File: src/rtl/venus_mem_pkg.sv
// Shared constants for the venus instruction/data memory: port widths and
// response-owner encodings used by ifetch, the LSU and the port arbiter.
package venus_mem_pkg;

  localparam int unsigned ADDR_W           = 16;
  localparam int unsigned DATA_W           = 32;
  localparam int unsigned CNT_W            = 4;
  localparam int unsigned MAX_LS_BURST_DEF = 4;

  localparam logic [1:0] OWN_NONE  = 2'd0;
  localparam logic [1:0] OWN_IF    = 2'd1;
  localparam logic [1:0] OWN_LS_RD = 2'd2;

endpackage : venus_mem_pkg

File: src/rtl/imem_arb_fair_cnt.sv
// Grant decision between fetch and LSU, with a burst counter that caps how many
// consecutive LSU grants fetch can be made to wait behind.
module imem_arb_fair_cnt
  import venus_mem_pkg::*;
#(
  parameter int unsigned MAX_LS_BURST = MAX_LS_BURST_DEF
) (
  input  logic clk,
  input  logic rst,
  input  logic if_req,
  input  logic ls_req,
  output logic ls_gnt,
  output logic if_gnt
);

  logic [CNT_W-1:0] burst_cnt;
  logic [CNT_W-1:0] burst_cnt_nxt;

  // LSU wins until it has taken MAX_LS_BURST grants in a row over a waiting fetch.
  always_comb begin
    ls_gnt        = ls_req & (~if_req | (burst_cnt < CNT_W'(MAX_LS_BURST)));
    if_gnt        = if_req & ~ls_gnt;
    burst_cnt_nxt = burst_cnt;
    if (~if_req | if_gnt) begin
      burst_cnt_nxt = '0;
    end else if (ls_gnt) begin
      burst_cnt_nxt = burst_cnt + CNT_W'(1);
    end
  end

  always_ff @(posedge clk or negedge rst) begin
    if (!rst) begin
      burst_cnt <= '0;
    end else begin
      burst_cnt <= burst_cnt_nxt;
    end
  end

endmodule : imem_arb_fair_cnt

File: src/rtl/imem_port_arbiter.sv
// Shares the single-port instruction/data memory between fetch and the LSU and
// routes the one-cycle-late read data back to whichever side issued the read.
module imem_port_arbiter #(
  parameter int unsigned ADDR_W       = venus_mem_pkg::ADDR_W,
  parameter int unsigned DATA_W       = venus_mem_pkg::DATA_W,
  parameter int unsigned MAX_LS_BURST = venus_mem_pkg::MAX_LS_BURST_DEF
) (
  input  logic              clk,
  input  logic              rst,
  input  logic              if_req_i,
  input  logic [ADDR_W-1:0] if_addr_i,
  output logic              if_stall_o,
  output logic [DATA_W-1:0] if_inst_o,
  output logic              if_valid_o,
  input  logic              ls_req_i,
  input  logic              ls_we_i,
  input  logic [ADDR_W-1:0] ls_addr_i,
  input  logic [DATA_W-1:0] ls_wdata_i,
  output logic              ls_gnt_o,
  output logic [DATA_W-1:0] ls_rdata_o,
  output logic              ls_valid_o,
  output logic              mem_en_o,
  output logic              mem_we_o,
  output logic [ADDR_W-1:0] mem_addr_o,
  output logic [DATA_W-1:0] mem_d_o,
  input  logic [DATA_W-1:0] mem_q_i
);

  import venus_mem_pkg::OWN_NONE;
  import venus_mem_pkg::OWN_IF;
  import venus_mem_pkg::OWN_LS_RD;

  logic       ls_gnt;
  logic       if_gnt;
  logic [1:0] resp_own;
  logic [1:0] resp_own_nxt;

  imem_arb_fair_cnt #(
    .MAX_LS_BURST (MAX_LS_BURST)
  ) u_fair_cnt (
    .clk    (clk),
    .rst    (rst),
    .if_req (if_req_i),
    .ls_req (ls_req_i),
    .ls_gnt (ls_gnt),
    .if_gnt (if_gnt)
  );

  // Memory port follows the granted requester; enables are held low in reset.
  always_comb begin
    mem_en_o   = rst & (ls_gnt | if_gnt);
    mem_we_o   = rst & ls_gnt & ls_we_i;
    mem_addr_o = '0;
    mem_d_o    = '0;
    if (ls_gnt) begin
      mem_addr_o = ls_addr_i;
      mem_d_o    = ls_wdata_i;
    end else if (if_gnt) begin
      mem_addr_o = if_addr_i;
    end
    if_stall_o = if_req_i & ~if_gnt;
    ls_gnt_o   = ls_gnt;
  end

  // Remember who owns the data coming back next cycle; LSU writes return nothing.
  always_comb begin
    resp_own_nxt = OWN_NONE;
    if (if_gnt) begin
      resp_own_nxt = OWN_IF;
    end else if (ls_gnt & ~ls_we_i) begin
      resp_own_nxt = OWN_LS_RD;
    end
  end

  always_ff @(posedge clk or negedge rst) begin
    if (!rst) begin
      resp_own <= OWN_NONE;
    end else begin
      resp_own <= resp_own_nxt;
    end
  end

  always_comb begin
    if_valid_o = (resp_own == OWN_IF);
    ls_valid_o = (resp_own == OWN_LS_RD);
    if_inst_o  = if_valid_o ? mem_q_i : '0;
    ls_rdata_o = ls_valid_o ? mem_q_i : '0;
  end

endmodule : imem_port_arbiter

File: config.mk
export PLATFORM = sky130hd
export DESIGN_NAME = imem_port_arbiter
export DESIGN_NICKNAME = d
export VERILOG_FILES = /design/src/rtl/venus_mem_pkg.sv /design/src/rtl/imem_arb_fair_cnt.sv /design/src/rtl/imem_port_arbiter.sv
export SDC_FILE = /design/constraint.sdc
export NUM_CORES = 1
export LEC_CHECK = 0
export CORE_AREA = 4 4 84 86
export DETAILED_ROUTE_END_ITERATION = 16
export DIE_AREA = 0 0 88 90
export DONT_BUFFER_PORTS = 1
export RECOVER_POWER = 25
export SLEW_MARGIN = 25
export SYNTH_ARGS = -nofsm -noshare
export SYNTH_HDL_FRONTEND = slang
export SYNTH_SLANG_ARGS = --single-unit
File: constraint.sdc
create_clock -name clk -period 1.05 [get_ports clk]
set_input_delay 0.105 -clock clk [delete_from_list [all_inputs] [get_ports clk]]
set_output_delay 0.105 -clock clk [all_outputs]
set_load 0.02 [all_outputs]
**Yosys cells after proc, flatten, opt, wreduce, memory -nomap -nowiden**

Index checks and enable logic that the tools add are counted.

- Add/sub/neg operators: 1
- $lt $le $gt $ge: 1
- Equal/unequal tests: 2
- Mux-type cells: 9
- Bitwise logic cells: 14
- Reduce and logical (&&, ||, !) cells: 1

Operators with widths:

| operator | number |
|---|---|
| $mux 32 | 3 |
| $mux 16 | 2 |
| $mux 4 | 2 |
| $and 1x1->1 | 7 |
| $add 4x1->4 const B | 1 |
| $lt 4x3->1 const B | 1 |
| $mux 2 | 2 |
| $not 1->1 | 4 |
| $or 1x1->1 | 3 |
| $eq 2x1->1 const B | 1 |
| $eq 2x2->1 const B | 1 |
| $reduce_bool 2->1 | 1 |

- Register bits after elaboration: 6
- Input port bits: 101
- Output and inout bits: 118

**Logic depth before layout (Yosys ltp)**

Gate-level depths: netlist of the first run.

- Depth after elaboration: 7
- Gate-level depth with buffers: 4
- Gate-level depth less buffers: 2

**By module**

From an unflattened synthesis of the first run, not the netlist that was laid out.

- Cell total of the unflattened synthesis: 150
- Area, all modules: 1111.1 um^2

By module, submodules not included:

| module | instances | cells each | area an instance (um^2) | sequential area each (um^2) |
|---|---|---|---|---|
| imem_port_arbiter | 1 | 136 | 938.4 | 50.0 |
| imem_arb_fair_cnt | 1 | 14 | 172.7 | 100.1 |

**Least setup slack after synthesis of the first run**

Ideal clock, no wire load.

- Path type: register to output
- Start: register u_fair_cnt.burst_cnt[2]
- End: output port mem_addr_o[10]
- Arrival time: 1249 ps
- Data required time: 945 ps
- Slack: -304 ps
- Stages on the path, launching flop included: 5
- Path buffers: 2
- Cells stage by stage: dfrtp_1 -> o21a_1 -> buf_2 -> buf_4 -> o22ai_1

- Cells in the longest elaborated chain, start to end: 7

RTL lines:

| element | RTL line | RTL |
|---|---|---|
| from (decl) | imem_arb_fair_cnt.sv:16 | `logic [CNT_W-1:0] burst_cnt;` |
| from (signal assigned) | imem_arb_fair_cnt.sv:35 | `burst_cnt <= burst_cnt_nxt;` |
| $lt 4x3->1 (*) | imem_arb_fair_cnt.sv:21 | `ls_gnt = ls_req & (~if_req \| (burst_cnt < CNT_W'(MAX_LS_BURST)));` |
| $or 1x1->1 (*) | imem_arb_fair_cnt.sv:21 |  |
| $and 1x1->1 (*) | imem_arb_fair_cnt.sv:21 |  |
| $not 1->1 | imem_arb_fair_cnt.sv:22 | `if_gnt = if_req & ~ls_gnt;` |
| $and 1x1->1 | imem_arb_fair_cnt.sv:22 |  |
| $mux 16 | imem_port_arbiter.sv:58 | `end else if (if_gnt) begin` |
| $mux 16 (*) | imem_port_arbiter.sv:55 | `if (ls_gnt) begin` |
| to (decl) | imem_port_arbiter.sv:24 | `output logic [ADDR_W-1:0] mem_addr_o,` |

Mark *: on every way between the ends. The rest lies on a longest branch, timed or not.

**Final worst setup path of the first run**

- Start: register u_fair_cnt.burst_cnt[2]
- End: output port mem_addr_o[3]

The elaborated chain is that of the path after synthesis.

==> results of run 1 <==
-- cells in the final DEF (no fill, tap or decap), types with 2 or more instances in the layout --
cell type      Yosys  layout
dfrtp_1            6       4
dfrtp_2            0       2
nand2_1           32      32
buf_12             0       6
nor2b_4            0       3
buf_4              3       2
and3_2             0       4
buf_16             0       2
buf_6              1      13
clkbuf_8           0       3
o22ai_4            0      10
and3_4             0      28
o22ai_2            0       6
and2_4             0      66
dlygate4sd3_1      0       2
-- cell families after synthesis --
logic type | synth area share, %
fa+ha+maj | 1.04
compound gates | 10.3
flops | 12.4
other cells | 0.311
buf+inv | 8.60
simple gates | 67.4
-- final cells by class --
cell class | instances | area (um2)
fill | 618 | 4140
multi-input combinational | 160 | 1480
timing repair buffer | 26 | 372
sequential | 6 | 153
tap | 77 | 96.3
clock buffer | 3 | 41.3
-- through the flow --
step | cells | util, % | total power, mW | hold WS [ps]
6_report | 272 | 34.1 | 1.63 | 33.8
5_1_grt | 272 | 34.1 | 1.70 | 24.3
4_1_cts | 271 | 31.8 | 1.58 | 20.9
3_5_place_dp | 262 | 26.3 | 1.07 | -190
3_3_place_gp | 262 | 26.3 | 1.07 | -190
2_1_floorplan | 186 | - | 0.990 | -191
-- registers in the layout (all words and copies together), names as in the netlist --
| name | flops |
|---|---|
| u_fair_cnt.burst_cnt | 4 |
| resp_own | 2 |
-- worst register-to-register path, delay by kind of cell, from the launching register on --
family,cells,cell delay [ps]
flops,1,440
buf+inv,2,220
simple gates,2,410
-- where the power goes --
group	leakage (nW)	internal (mW)	switching [mW]	total (mW)
sequential	0.0759	0.241	0.0103	0.252
combinational	0.804	0.471	0.567	1.04
clock	0.0216	0.245	0.0897	0.335
-- repair_timing --
| item | in CTS | in global routing |
|---|---|---|
| pin swaps | 3 | 21 |
| cloned | 2 | 0 |
| hold buffers | 2 | 0 |
| gates resized for setup | 126 | 35 |
| endpoints found under the hold margin | 7 | 0 |
| setup endpoints to repair | 119 | 122 |
| setup buffers | 2 | 1 |
-- routing by layer --
| layer | wire length, um | global-route usage (%) | up-vias | part of all wire [%] |
|---|---|---|---|---|
| li1 | - | - | 633 | - |
| met1 | 1940 | 13.4 | 673 | 34 |
| met2 | 3080 | 22.8 | 105 | 55 |
| met3 | 527 | 1.46 | 6 | 9.4 |
| met4 | 86 | 5.12 | 0 | 1.5 |
| met5 | 0 | 0 | - | 0 |
-- worst min path at each step --
stage          startpoint           to
3_3_place_gp          rst  resp_own[0]
5_1_grt          if_req_i  resp_own[0]
2_1_floorplan         rst  resp_own[0]
4_1_cts          if_req_i  resp_own[0]
6_report         if_req_i  resp_own[0]
3_5_place_dp          rst  resp_own[1]
==> metrics, run 1 <==
crit share post-route=137%; cell taking the most area after synthesis=and2_1; EDFF count, synth=0; synthesized instance count=approximately 190; Synth area leaders=and2_1 35%, and3_1 17%, dfrtp_1 12%; Mapped Area=approximately 1200 um2; Worst-path clk slew=around 40 ps; Critical Path Stages=4; drt drc=0; initial drt markers=21; Total Routing Usage GR=12.2%; Max stage delay on crit path=440 ps; first-pass GRT wire length=7690 um; setup slack, reg-to-reg=-130 ps; syn_area_per_cell=around 6.5 um2; DP Worst Slack=-160 ps; CP delay by family, top=flip-flops; vias per cell=around 5.2; worst path bufs/invs=2; RSZ-0062 raised after global routing=true; Max Slew Vio Count=0; drt pass-1 iters=4; WHS Path Cells=1; global route total overflow=0; Max Cap Viol=0; kind of critical path=flip-flop to output pin; Setup crit end=mem_addr_o[3]; HP Class=primary input to flip-flop; Required @ worst endpoint=approximately 940 ps; worst path cell trace=o21a_2 -> buf_4 -> o22ai_2 -> buf_6; Yosys warning total=0; Die Ht=roughly 90 um; worst setup margin=-383 ps; Vias=between 1,000 and 1,500; syn nets=about 290; fin area=2140 um2; status=complete, but fails checks; Peak supply drop=0.435 mV; io pins=~220; CP max-delay cell=dfrtp_2; row count=29; Final min period=approximately 1400 ps; failing checks=negative setup slack; fraction of layout cells with a size suffix above 1=slightly below 80%; endpoint type of the worst setup path=output pin; Die X=88 um; clock skew=1.58 ps; Synth async-reset ratio=100%; Reg-to-Reg End=resp_own[0]; PD cells=760 nW/um2; DP Area=1650 um2; Detailed Route WL=between 5000 and 6000 um; Setup TNS=-35,130 ps; pin count of the biggest net entering global routing=55; Critical Path Source=u_fair_cnt.burst_cnt[2]; CORE AREA=6280 um2; share of the synthesized area in the top cell type=34.7%; placed wire-length estimate=~4300 um; initial antenna violation count=0; Final ANT Viol Nets=0; insertion delay to the later sink of the worst-skew pair=between 200 and 250 ps; gpl congestion=approximately 0.7; vias in the first global route=1,376; #FFs+latches synth=6; Sink Count=6; CTS max path bufs=2; most frequent cell after synthesis=and2_1; die area=between 7000 and 8000 um2; endpoints failing setup=119; Initial Utilization=19.2%; CTS buffer count=3; Worst Reg2Reg Path Length in Cells=4; Primary FF master, synth=dfrtp_1; htree depth=1; Peak Freq=698 MHz; Startpoint Class=flip-flop; endpoints failing hold=0; area grow syn2layout=77.1%; PortBufs=0; post-synthesis sequential area ratio=about an eighth; Crit Path Max Fanout=4; post-synthesis cell type count=20; critical path arrival=1330 ps; CTS root buffer=clkbuf_8; DR WL/cell=around 21 um; Post-synth top cells=67 x and2_1, 32 x and3_1, 32 x nand2_1; LEAKAGE=0.901 nW; Antenna diodes=0; Final nets=between 200 and 300; CTS tree=built; Crit Reg-Reg Startpoint=u_fair_cnt.burst_cnt[3]
No activity file was read; power rests on OpenSTA's default activity.
==> run 2: changes to the inputs <==
--- a/config.mk
+++ b/config.mk
@@ -5,9 +5,9 @@
 export SDC_FILE = /design/constraint.sdc
 export NUM_CORES = 1
 export LEC_CHECK = 0
-export CORE_AREA = 4 4 84 86
+export CORE_AREA = 4 4 83 85
 export DETAILED_ROUTE_END_ITERATION = 16
-export DIE_AREA = 0 0 88 90
+export DIE_AREA = 0 0 87 89
 export DONT_BUFFER_PORTS = 1
 export RECOVER_POWER = 25
 export SLEW_MARGIN = 25
==> metrics, run 2 (synthesis gave the netlist of run 1 again) <==
die area=between 7000 and 8000 um2; CORE AREA=about 6200 um2; CP delay by family, top=flip-flops; endpoints failing setup=between 100 and 150; drt drc=0; endpoints failing hold=0; Sink Count=6; Critical Path Source=u_fair_cnt.burst_cnt[2]; CTS max path bufs=2; Detailed Route WL=between 5000 and 6000 um; final core occ=about a third; insertion delay to the later sink of the worst-skew pair=between 200 and 250 ps; Crit Reg-Reg Startpoint=u_fair_cnt.burst_cnt[3]; Max Slew Vio Count=0; area grow syn2layout=76.4%; CTS tree=built; Hold WS=~26 ps; worst setup margin=-390 ps; Worst-path clk slew=roughly 30 ps; Final ANT Viol Nets=0; drt pass-1 iters=4; crit share post-route=137%; Required @ worst endpoint=around 940 ps; Total Routing Usage GR=around an eighth; DP Worst Slack=-173 ps; initial drt markers=19; endpoint type of the worst setup path=output pin; first-pass GRT wire length=7460 um; Largest register FFs=4; RSZ-0062 raised after global routing=true; placed wire-length estimate=between 4000 and 5000 um; CTS buffer count=3; Peak supply drop=approximately 0.52 mV; Final nets=~300; critical path arrival=between 1000 and 1500 ps; Vias=1,431; vias per cell=just over 5; Die Ht=89 um; total power=roughly 1.6 mW; Max Cap Viol=0; clock skew=around 1.2 ps; kind of critical path=flip-flop to output pin; Antenna diodes=0; global route total overflow=0; Max stage delay on crit path=between 400 and 500 ps; dpl cells=around 260; Initial Utilization=roughly a fifth; CTS root buffer=clkbuf_8; PD cells=about 770 nW/um2; Biggest register=u_fair_cnt.burst_cnt; failing checks=negative setup slack; worst path bufs/invs=2; gpl congestion=~0.64; Peak Freq=~690 MHz; DR WL/cell=~21 um; commonest cells after routing, fill and taps aside=65 x and2_4, 32 x nand2_1, 21 x and3_4; fraction of layout cells with a size suffix above 1=74.0%; Layout Cells excl Fill=approximately 280; Startpoint Class=flip-flop; initial antenna violation count=0; HP Class=primary input to flip-flop; PortBufs=0; Final min period=roughly 1400 ps; DP Area=roughly 1600 um2; Worst Hold Launch=if_req_i; Largest regs=u_fair_cnt.burst_cnt: 4 flops, resp_own: 2 flops; status=complete, but fails checks; Die X=a little under 90 um; most common cell after layout, fill and taps aside=and2_4; htree depth=1; worst path cell trace=o21a_2 -> buf_6 -> o22ai_1 -> buf_4; row count=29; LEAKAGE=0.929 nW; io pins=219; pin count of the biggest net entering global routing=55; Setup TNS=-36,450 ps; vias in the first global route=1,296; CP max-delay cell=dfrtp_2; Crit Path Max Fanout=8; fin area=around 2100 um2
[run 2: changes by cell type in the layout (fill, tap and decap cells not counted), moves of 2 or more]
cell       before  now
buf_8           1    3
and3_2          4   11
o22ai_1         0    6
buf_6          13    8
o22ai_2         6    0
buf_4           2    8
and3_4         28   21
clkbuf_16       0    2
[run 2: worst reg2reg max path: cells and delay by family, from the launching register on]
family / cells / cell delay, ps
buf+inv: 1 / 170
simple gates: 2 / 420
flops: 1 / 430
[run 2: path summary, 6_finish.rpt]
check | cells past startpoint | to | slack [ps]
worst min register to register | 1 | u_fair_cnt.burst_cnt[0] | 430
min in group asynchronous | 1 | resp_own[0] | 200
max in group asynchronous | 1 | u_fair_cnt.burst_cnt[2] | 600
worst max-delay path | 4 | mem_addr_o[0] | -390
worst max register to register | 3 | resp_own[0] | -80
worst min-delay path | 1 | resp_own[0] | 30
[run 2: repair_timing]
item / 4_1_cts / 5_1_grt
setup endpoints to repair: 118 / 121
gates cloned: 4 / 2
gates resized for setup: 133 / 18
endpoints found under the hold margin: 7 / 0
hold buffers: 2 / 0
pin swaps: 3 / 51
setup buffers: 6 / 1
[run 2: layout make-up]
type | instances | area, um2
tap | 77 | 96.3
clock buffer | 3 | 41.3
fill | 642 | 4080
multi-input combinational | 160 | 1390
sequential | 6 | 153
timing repair buffer | 31 | 448
[run 2: power by group]
group / switching (mW) / internal, mW / total (mW)
logic: 0.573 / 0.490 / 1.06
registers: 0.00824 / 0.242 / 0.250
clock network: 0.0872 / 0.245 / 0.332
total: 0.668 / 0.977 / 1.64
[run 2: metal layers]
metal | share of wire (%) | wire length, um | track usage, %
met4 | 1.1 | 63 | 2.69
met5 | 0 | 0 | 0
met1 | 36 | 2150 | 15.1
met2 | 52 | 3100 | 21.8
met3 | 10 | 601 | 3.23
==> run 3: changes to the inputs <==
--- a/config.mk
+++ b/config.mk
@@ -9,7 +9,7 @@
 export DETAILED_ROUTE_END_ITERATION = 16
 export DIE_AREA = 0 0 87 89
 export DONT_BUFFER_PORTS = 1
-export RECOVER_POWER = 25
+export RECOVER_POWER = 50
 export SLEW_MARGIN = 25
 export SYNTH_ARGS = -nofsm -noshare
 export SYNTH_HDL_FRONTEND = slang
==> results of run 3 <==
Same layout as run 2: the final DEF is identical, and so are final timing and power.
